**config.mk**
```make
export PLATFORM = sky130hd
export DESIGN_NAME = sfifo_tx_pack_256
export DESIGN_NICKNAME = d
export VERILOG_FILES = /design/src/rtl/sfifo_tx_pack_256.sv
export SDC_FILE = /design/constraint.sdc
export NUM_CORES = 2
export LEC_CHECK = 0
export ABC_AREA = 1
export CORE_AREA = 2 2 367 369
export CTS_CLUSTER_SIZE = 12
export DETAILED_ROUTE_END_ITERATION = 8
export DIE_AREA = 0 0 369 371
export GPL_TIMING_DRIVEN = 1
export PLACE_DENSITY = 0.67
export REMOVE_ABC_BUFFERS = 1
export SKIP_CTS_REPAIR_TIMING = 1
export SYNTH_ARGS = -nofsm -noshare
export SYNTH_HDL_FRONTEND = slang
export SYNTH_SLANG_ARGS = --single-unit
```
**constraint.sdc**
```tcl
create_clock -name clk -period 7 [get_ports clk]
set_input_delay 0.7 -clock clk [delete_from_list [all_inputs] [get_ports clk]]
set_output_delay 0.7 -clock clk [all_outputs]
set_load 0.005 [all_outputs]
```
**src/rtl/sfifo_tx_pack_256.sv**
```systemverilog
// sfifo_tx_pack_256: hardware-to-host packer for the streaming FIFO channel.
// Each accepted beat becomes a 64-bit header followed by 0..4 payload words.
// Words are staged in an 8-lane register and written out four at a time as
// 256-bit lines into the outbound line buffer, with credit-based flow control
// against the host read pointer.
//
// Ports:
//   clk, rstN        clock, asynchronous active-low reset
//   iValid/iReady    beat handshake (accepted when both high)
//   iData, iLen      payload (word k = iData[64k+:64]) and word count 0..4
//   iMark            end of message, forces a flush after this beat
//   rptr             host read pointer (MSB is the wrap bit)
//   wptr             write pointer, advances the cycle after each line write
//   bufWrEn/bufAddr/bufData  line buffer write port (lane0 = [63:0])
//   rdCnt            total accepted beats
//   errLen           sticky flag for an accepted iLen > 4
module sfifo_tx_pack_256 #(
  parameter int unsigned ADDR_W    = 15,
  parameter logic [11:0] FLUSH_DLY = 12'd256,
  parameter logic [63:0] NOP_WORD  = 64'hFFFF_FFFF_FFFF_FFFF
) (
  input  logic              clk,
  input  logic              rstN,
  input  logic              iValid,
  output logic              iReady,
  input  logic [255:0]      iData,
  input  logic [3:0]        iLen,
  input  logic              iMark,
  input  logic [ADDR_W:0]   rptr,
  output logic [ADDR_W:0]   wptr,
  output logic              bufWrEn,
  output logic [ADDR_W-1:0] bufAddr,
  output logic [255:0]      bufData,
  output logic [63:0]       rdCnt,
  output logic              errLen
);

  typedef enum logic [0:0] {StRun, StFlush} state_e;

  state_e         stateQ, stateD;
  logic [3:0]     fillQ, fillD;
  logic [63:0]    lanesQ [8];
  logic [63:0]    lanesD [8];
  logic [31:0]    seqQ, seqD;
  logic [ADDR_W:0] wptrQ, wptrD;
  logic [11:0]    idleQ, idleD;
  logic [63:0]    rdCntQ, rdCntD;
  logic           errLenQ, errLenD;

  logic [ADDR_W:0] used;
  logic            canEmit;
  logic            accept;
  logic            fullEmit;
  logic            partEmit;
  logic            emit;
  logic [3:0]      lenEff;
  logic [63:0]     words [5];

  // Buffer is full exactly when the writer is one full lap ahead of the reader.
  assign used    = wptrQ - rptr;
  assign canEmit = !(used[ADDR_W] && (used[ADDR_W-1:0] == '0));

  assign iReady   = rstN && (stateQ == StRun) && (fillQ <= 4'd3);
  assign accept   = iValid && iReady;
  assign lenEff   = (iLen > 4'd4) ? 4'd4 : iLen;
  assign fullEmit = (fillQ >= 4'd4) && canEmit;
  // Padded short line, only while flushing and only once no full line remains.
  assign partEmit = (stateQ == StFlush) && (fillQ != 4'd0) && (fillQ < 4'd4) && canEmit;
  assign emit     = fullEmit || partEmit;

  always_comb begin
    words[0] = {8'hC3, 7'b0, iMark, 12'b0, lenEff, seqQ};
    for (int j = 1; j < 5; j++) begin
      words[j] = iData[64*(j-1) +: 64];
    end
  end

  // Line buffer write port.
  always_comb begin
    bufData = '0;
    if (emit) begin
      for (int k = 0; k < 4; k++) begin
        if (partEmit && (4'(k) >= fillQ)) begin
          bufData[64*k +: 64] = NOP_WORD;
        end else begin
          bufData[64*k +: 64] = lanesQ[k];
        end
      end
    end
  end

  assign bufWrEn = emit;
  assign bufAddr = wptrQ[ADDR_W-1:0];
  assign wptr    = wptrQ;
  assign rdCnt   = rdCntQ;
  assign errLen  = errLenQ;

  // Next-state: drain lanes first, then append the accepted beat above what remains.
  always_comb begin
    logic [3:0] baseFill;
    logic [3:0] off;
    baseFill = fillQ;
    off      = '0;
    for (int k = 0; k < 8; k++) begin
      lanesD[k] = lanesQ[k];
    end
    if (fullEmit) begin
      baseFill = fillQ - 4'd4;
      for (int k = 0; k < 4; k++) begin
        lanesD[k] = lanesQ[k+4];
      end
    end else if (partEmit) begin
      baseFill = 4'd0;
    end

    if (accept) begin
      for (int k = 0; k < 8; k++) begin
        off = 4'(k) - baseFill;
        if ((4'(k) >= baseFill) && (off <= lenEff)) begin
          lanesD[k] = words[off[2:0]];
        end
      end
      fillD = baseFill + lenEff + 4'd1;
    end else begin
      fillD = baseFill;
    end

    stateD = stateQ;
    case (stateQ)
      StRun: begin
        if (accept && iMark) begin
          stateD = StFlush;
        end else if ((idleQ >= FLUSH_DLY) && (fillQ != 4'd0) && (fillQ < 4'd4)) begin
          stateD = StFlush;
        end
      end
      StFlush: begin
        if (partEmit || (fillQ == 4'd0)) begin
          stateD = StRun;
        end
      end
      default: stateD = StRun;
    endcase

    if (accept || emit) begin
      idleD = '0;
    end else if (idleQ != 12'hFFF) begin
      idleD = idleQ + 12'd1;
    end else begin
      idleD = idleQ;
    end

    seqD    = seqQ + 32'(accept);
    rdCntD  = rdCntQ + 64'(accept);
    errLenD = errLenQ || (accept && (iLen > 4'd4));
    wptrD   = wptrQ + {{ADDR_W{1'b0}}, emit};
  end

  always_ff @(posedge clk or negedge rstN) begin
    if (!rstN) begin
      stateQ  <= StRun;
      fillQ   <= '0;
      seqQ    <= '0;
      wptrQ   <= '0;
      idleQ   <= '0;
      rdCntQ  <= '0;
      errLenQ <= 1'b0;
      for (int k = 0; k < 8; k++) begin
        lanesQ[k] <= '0;
      end
    end else begin
      stateQ  <= stateD;
      fillQ   <= fillD;
      seqQ    <= seqD;
      wptrQ   <= wptrD;
      idleQ   <= idleD;
      rdCntQ  <= rdCntD;
      errLenQ <= errLenD;
      for (int k = 0; k < 8; k++) begin
        lanesQ[k] <= lanesD[k];
      end
    end
  end

endmodule

```
==> flow_summary.yaml <==
sta:
  skew_ns: 0.0262
  worst_pin_slew_ns: 1.17
  period_needed_ns: 5.85
  rsz0062_at_grt: "false"
  period_share: 0.836
  layout_setup_ws_ns: 1.15
  hold_viol: 0
  maxSlewHeadroom: 0.223
  final-max-slew-violation-count: 0
  clock.fmax_mhz: 171
  setup_violations: 0
finish:
  final_common_cell: "nand2_1"
  finalNonFillerCells: 9266
  nFillCells: 13800
  nets: 7755
  ff_latch_area_sq_mm: 0.0161
  drive_above_1_share: 0.0570
  layout_common_cells: "nand2_1 (2861), nand3_1 (983), dfrtp_1 (641), clkdlybuf4s50_1 (632), o21ai_0 (576)"
  multi_input_area_sq_mm: 0.0258
  post-route-util: 0.422
  syn2layout_area_growth_pct: 21.4
  design_area_sq_mm: 0.0561
place:
  dp_hpwl_um: 129000
  pre_cts_ws_ns: 0.557
  dp.cells: 9101
  placed_cell_area_sq_mm: 0.0531
  portBuffers: 633
  gp_congestion: 0.914
yosys:
  synthDistinctLibCells: 49
  yosys_warnings: 0
  syn-mean-instance-area_sq_um: 6.46
  synth_cells: 7150
  synth_ff_type: "dfrtp_1"
  synth_area_sq_mm: 0.0462
  synth_edf_count: 0
  yosys_register_bits: 642
  seq_area_frac_synth: 0.348
  async_flop_share: 1.00
worst_setup_path:
  critPathCaptureType: "register"
  cp_common_cell: "nand2_1"
  crit_required_ns: 7.63
  r2r_start: "wptr[0]$_DFF_PN0_"
  worst_path_largest_cell_delay_ns: 0.55
  worstSetupPathType: "register to register"
  cp.arrival_ns: 6.48
  crit_path_start: "wptr[0]$_DFF_PN0_"
  rr_worst_depth: 31
  cp_slowest_cell: "buf_4"
  path_max_fanout: 46
  start_kind: "register"
grt:
  overflow: 0
  grt_usage: 0.281
  grt_max_degree: 225
  grt_pass1_vias: 46800
  grt_pass1_wl_um: 295000
  antenna_found_initial: 20
routing:
  viasPerCell: 5.41
  first_pass_iters: 6
  dr.first_iter.drc_count: 5319
  drc: 0
  post_drt_wl_per_cell_um: 21.3
  wirelength_um: 197000
  vias: 50100
  ant_nets: 0
floorplan:
  start_util: 0.348
  num_rows: 134
  die_h_um: 371
  fp.dieW_um: 369
  die-area_sq_mm: 0.137
  boundaryPins: 634
  core_area_sq_mm: 0.133
cts:
  path_clk_slew_ns: 0.06
  ctsRootBufferMaster: "clkbuf_16"
  cts_tree: "built"
  clk_latency_ns: 0.71
  cts_buffers: 83
  clkSinkCount: 642
  clock_path_buffers: 3
  htreeDepth: 3
min_path:
  min_path_type: "register to register"
  min_path_cells: 2
  hold_start: "lanesQ[46]$_DFFE_PN0P_"
pwr:
  powerDensity_mw_per_mm2: 507
  ir_drop_uv: 613
  power.total_mw: 28.4
  leakagePower_nw: 28.8
run:
  max_cap_violations: 0
status:
  status: "finished clean"
-- path summary, 6_finish.rpt --
| check | end | slack, ns |
|---|---|---|
| max | lanesQ[96]$_DFFE_PN0P_ | 1.15 |
| min | lanesQ[46]$_DFFE_PN0P_ | 0.47 |
| max reg2reg | lanesQ[96]$_DFFE_PN0P_ | 1.15 |
| min reg2reg | lanesQ[46]$_DFFE_PN0P_ | 0.47 |
| max in group asynchronous | lanesQ[150]$_DFFE_PN0P_ | 2.51 |
| min in group asynchronous | lanesQ[164]$_DFFE_PN0P_ | 0.49 |
-- Yosys cell counts, drive strengths merged (9+ instances only) --
| library cell | n | area, sq um |
|---|---|---|
| nor3 | 60 | 315 |
| nand4 | 40 | 250 |
| xor2 | 95 | 832 |
| dfrtp | 642 | 16100 |
| nand3b | 9 | 67.6 |
| clkbuf | 209 | 785 |
| o211ai | 59 | 608 |
| nor4 | 16 | 100 |
| buf | 324 | 1830 |
| xnor2 | 16 | 140 |
| mux2 | 114 | 1280 |
| nand3 | 985 | 4940 |
| inv | 535 | 2010 |
| ha | 54 | 676 |
| nand2 | 2888 | 10900 |
| nor2 | 248 | 961 |
| o21ai | 662 | 3320 |
| a21oi | 166 | 835 |
-- metrics by stage --
| stage | setup TNS (ns) | hold slack [ns] |
|---|---|---|
| 5_1_grt | 0 | 0.481 |
| 3_3_place_gp | 0 | 0.450 |
| 6_report | 0 | 0.465 |
| 3_5_place_dp | 0 | 0.455 |
| 2_1_floorplan | -3976.60 | 0.404 |
| 4_1_cts | 0 | -0.133 |
-- kinds of logic (layout without fill, tap and decap cells) --
| logic type | count (synthesis) | after routing | synth area share |
|---|---|---|---|
| AO/OA/AOI/OAI | 905 | 905 | 0.106 |
| XOR/XNOR | 111 | 111 | 0.0211 |
| adder cells (fa/ha/maj) | 56 | 56 | 0.0155 |
| buffers and inverters | 1068 | 1397 | 0.100 |
| flip-flops | 642 | 642 | 0.348 |
| multiplexers | 114 | 114 | 0.0278 |
| other | 1 | 20 | 0.0000812 |
| AND/OR/NAND/NOR | 4253 | 4253 | 0.382 |
-- routing by layer --
| layer | track usage | vias up | routed length, um |
|---|---|---|---|
| li1 | - | 23500 | - |
| met1 | 0.365 | 23500 | 80300 |
| met2 | 0.446 | 2619 | 89600 |
| met3 | 0.0578 | 474 | 18500 |
| met4 | 0.132 | 12 | 8930 |
| met5 | 0 | - | 96 |
-- worst max-delay path, delay by kind of cell, from the launching register on --
family	cells	cell delay, ns
AOI/OAI and AO/OA	2	0.19
adders and majority gates	4	1.16
DFF	1	0.41
buffers and inverters	8	1.92
and+or+nand+nor	17	2.03
-- state kept, by name, summed over array words and instances (netlist names) --
name / flops
rdCnt: 64
stateQ: 1
lanesQ: 512
seqQ: 32
idleQ: 12
errLen: 1
wptr: 16
fillQ: 4
-- report_power, final --
group / switching (mW) / leakage (nW) / internal, mW
clock: 1.87 / 1.42 / 2.77
sequential: 0.585 / 8.02 / 4.84
combinational: 12.8 / 19.4 / 5.52
-- layout make-up --
| type | count | share of cell area |
|---|---|---|
| repair buffers | 710 | 0.126 |
| clock buffers | 117 | 0.0429 |
| inverters | 535 | 0.0365 |
| well taps | 1768 | 0.0395 |
| clock inverters | 35 | 0.00842 |
| flip-flops and latches | 642 | 0.287 |
| diodes | 12 | 0.000536 |
| multi-input cells | 5447 | 0.460 |
Note: power is estimated with default switching activity, not from simulation.
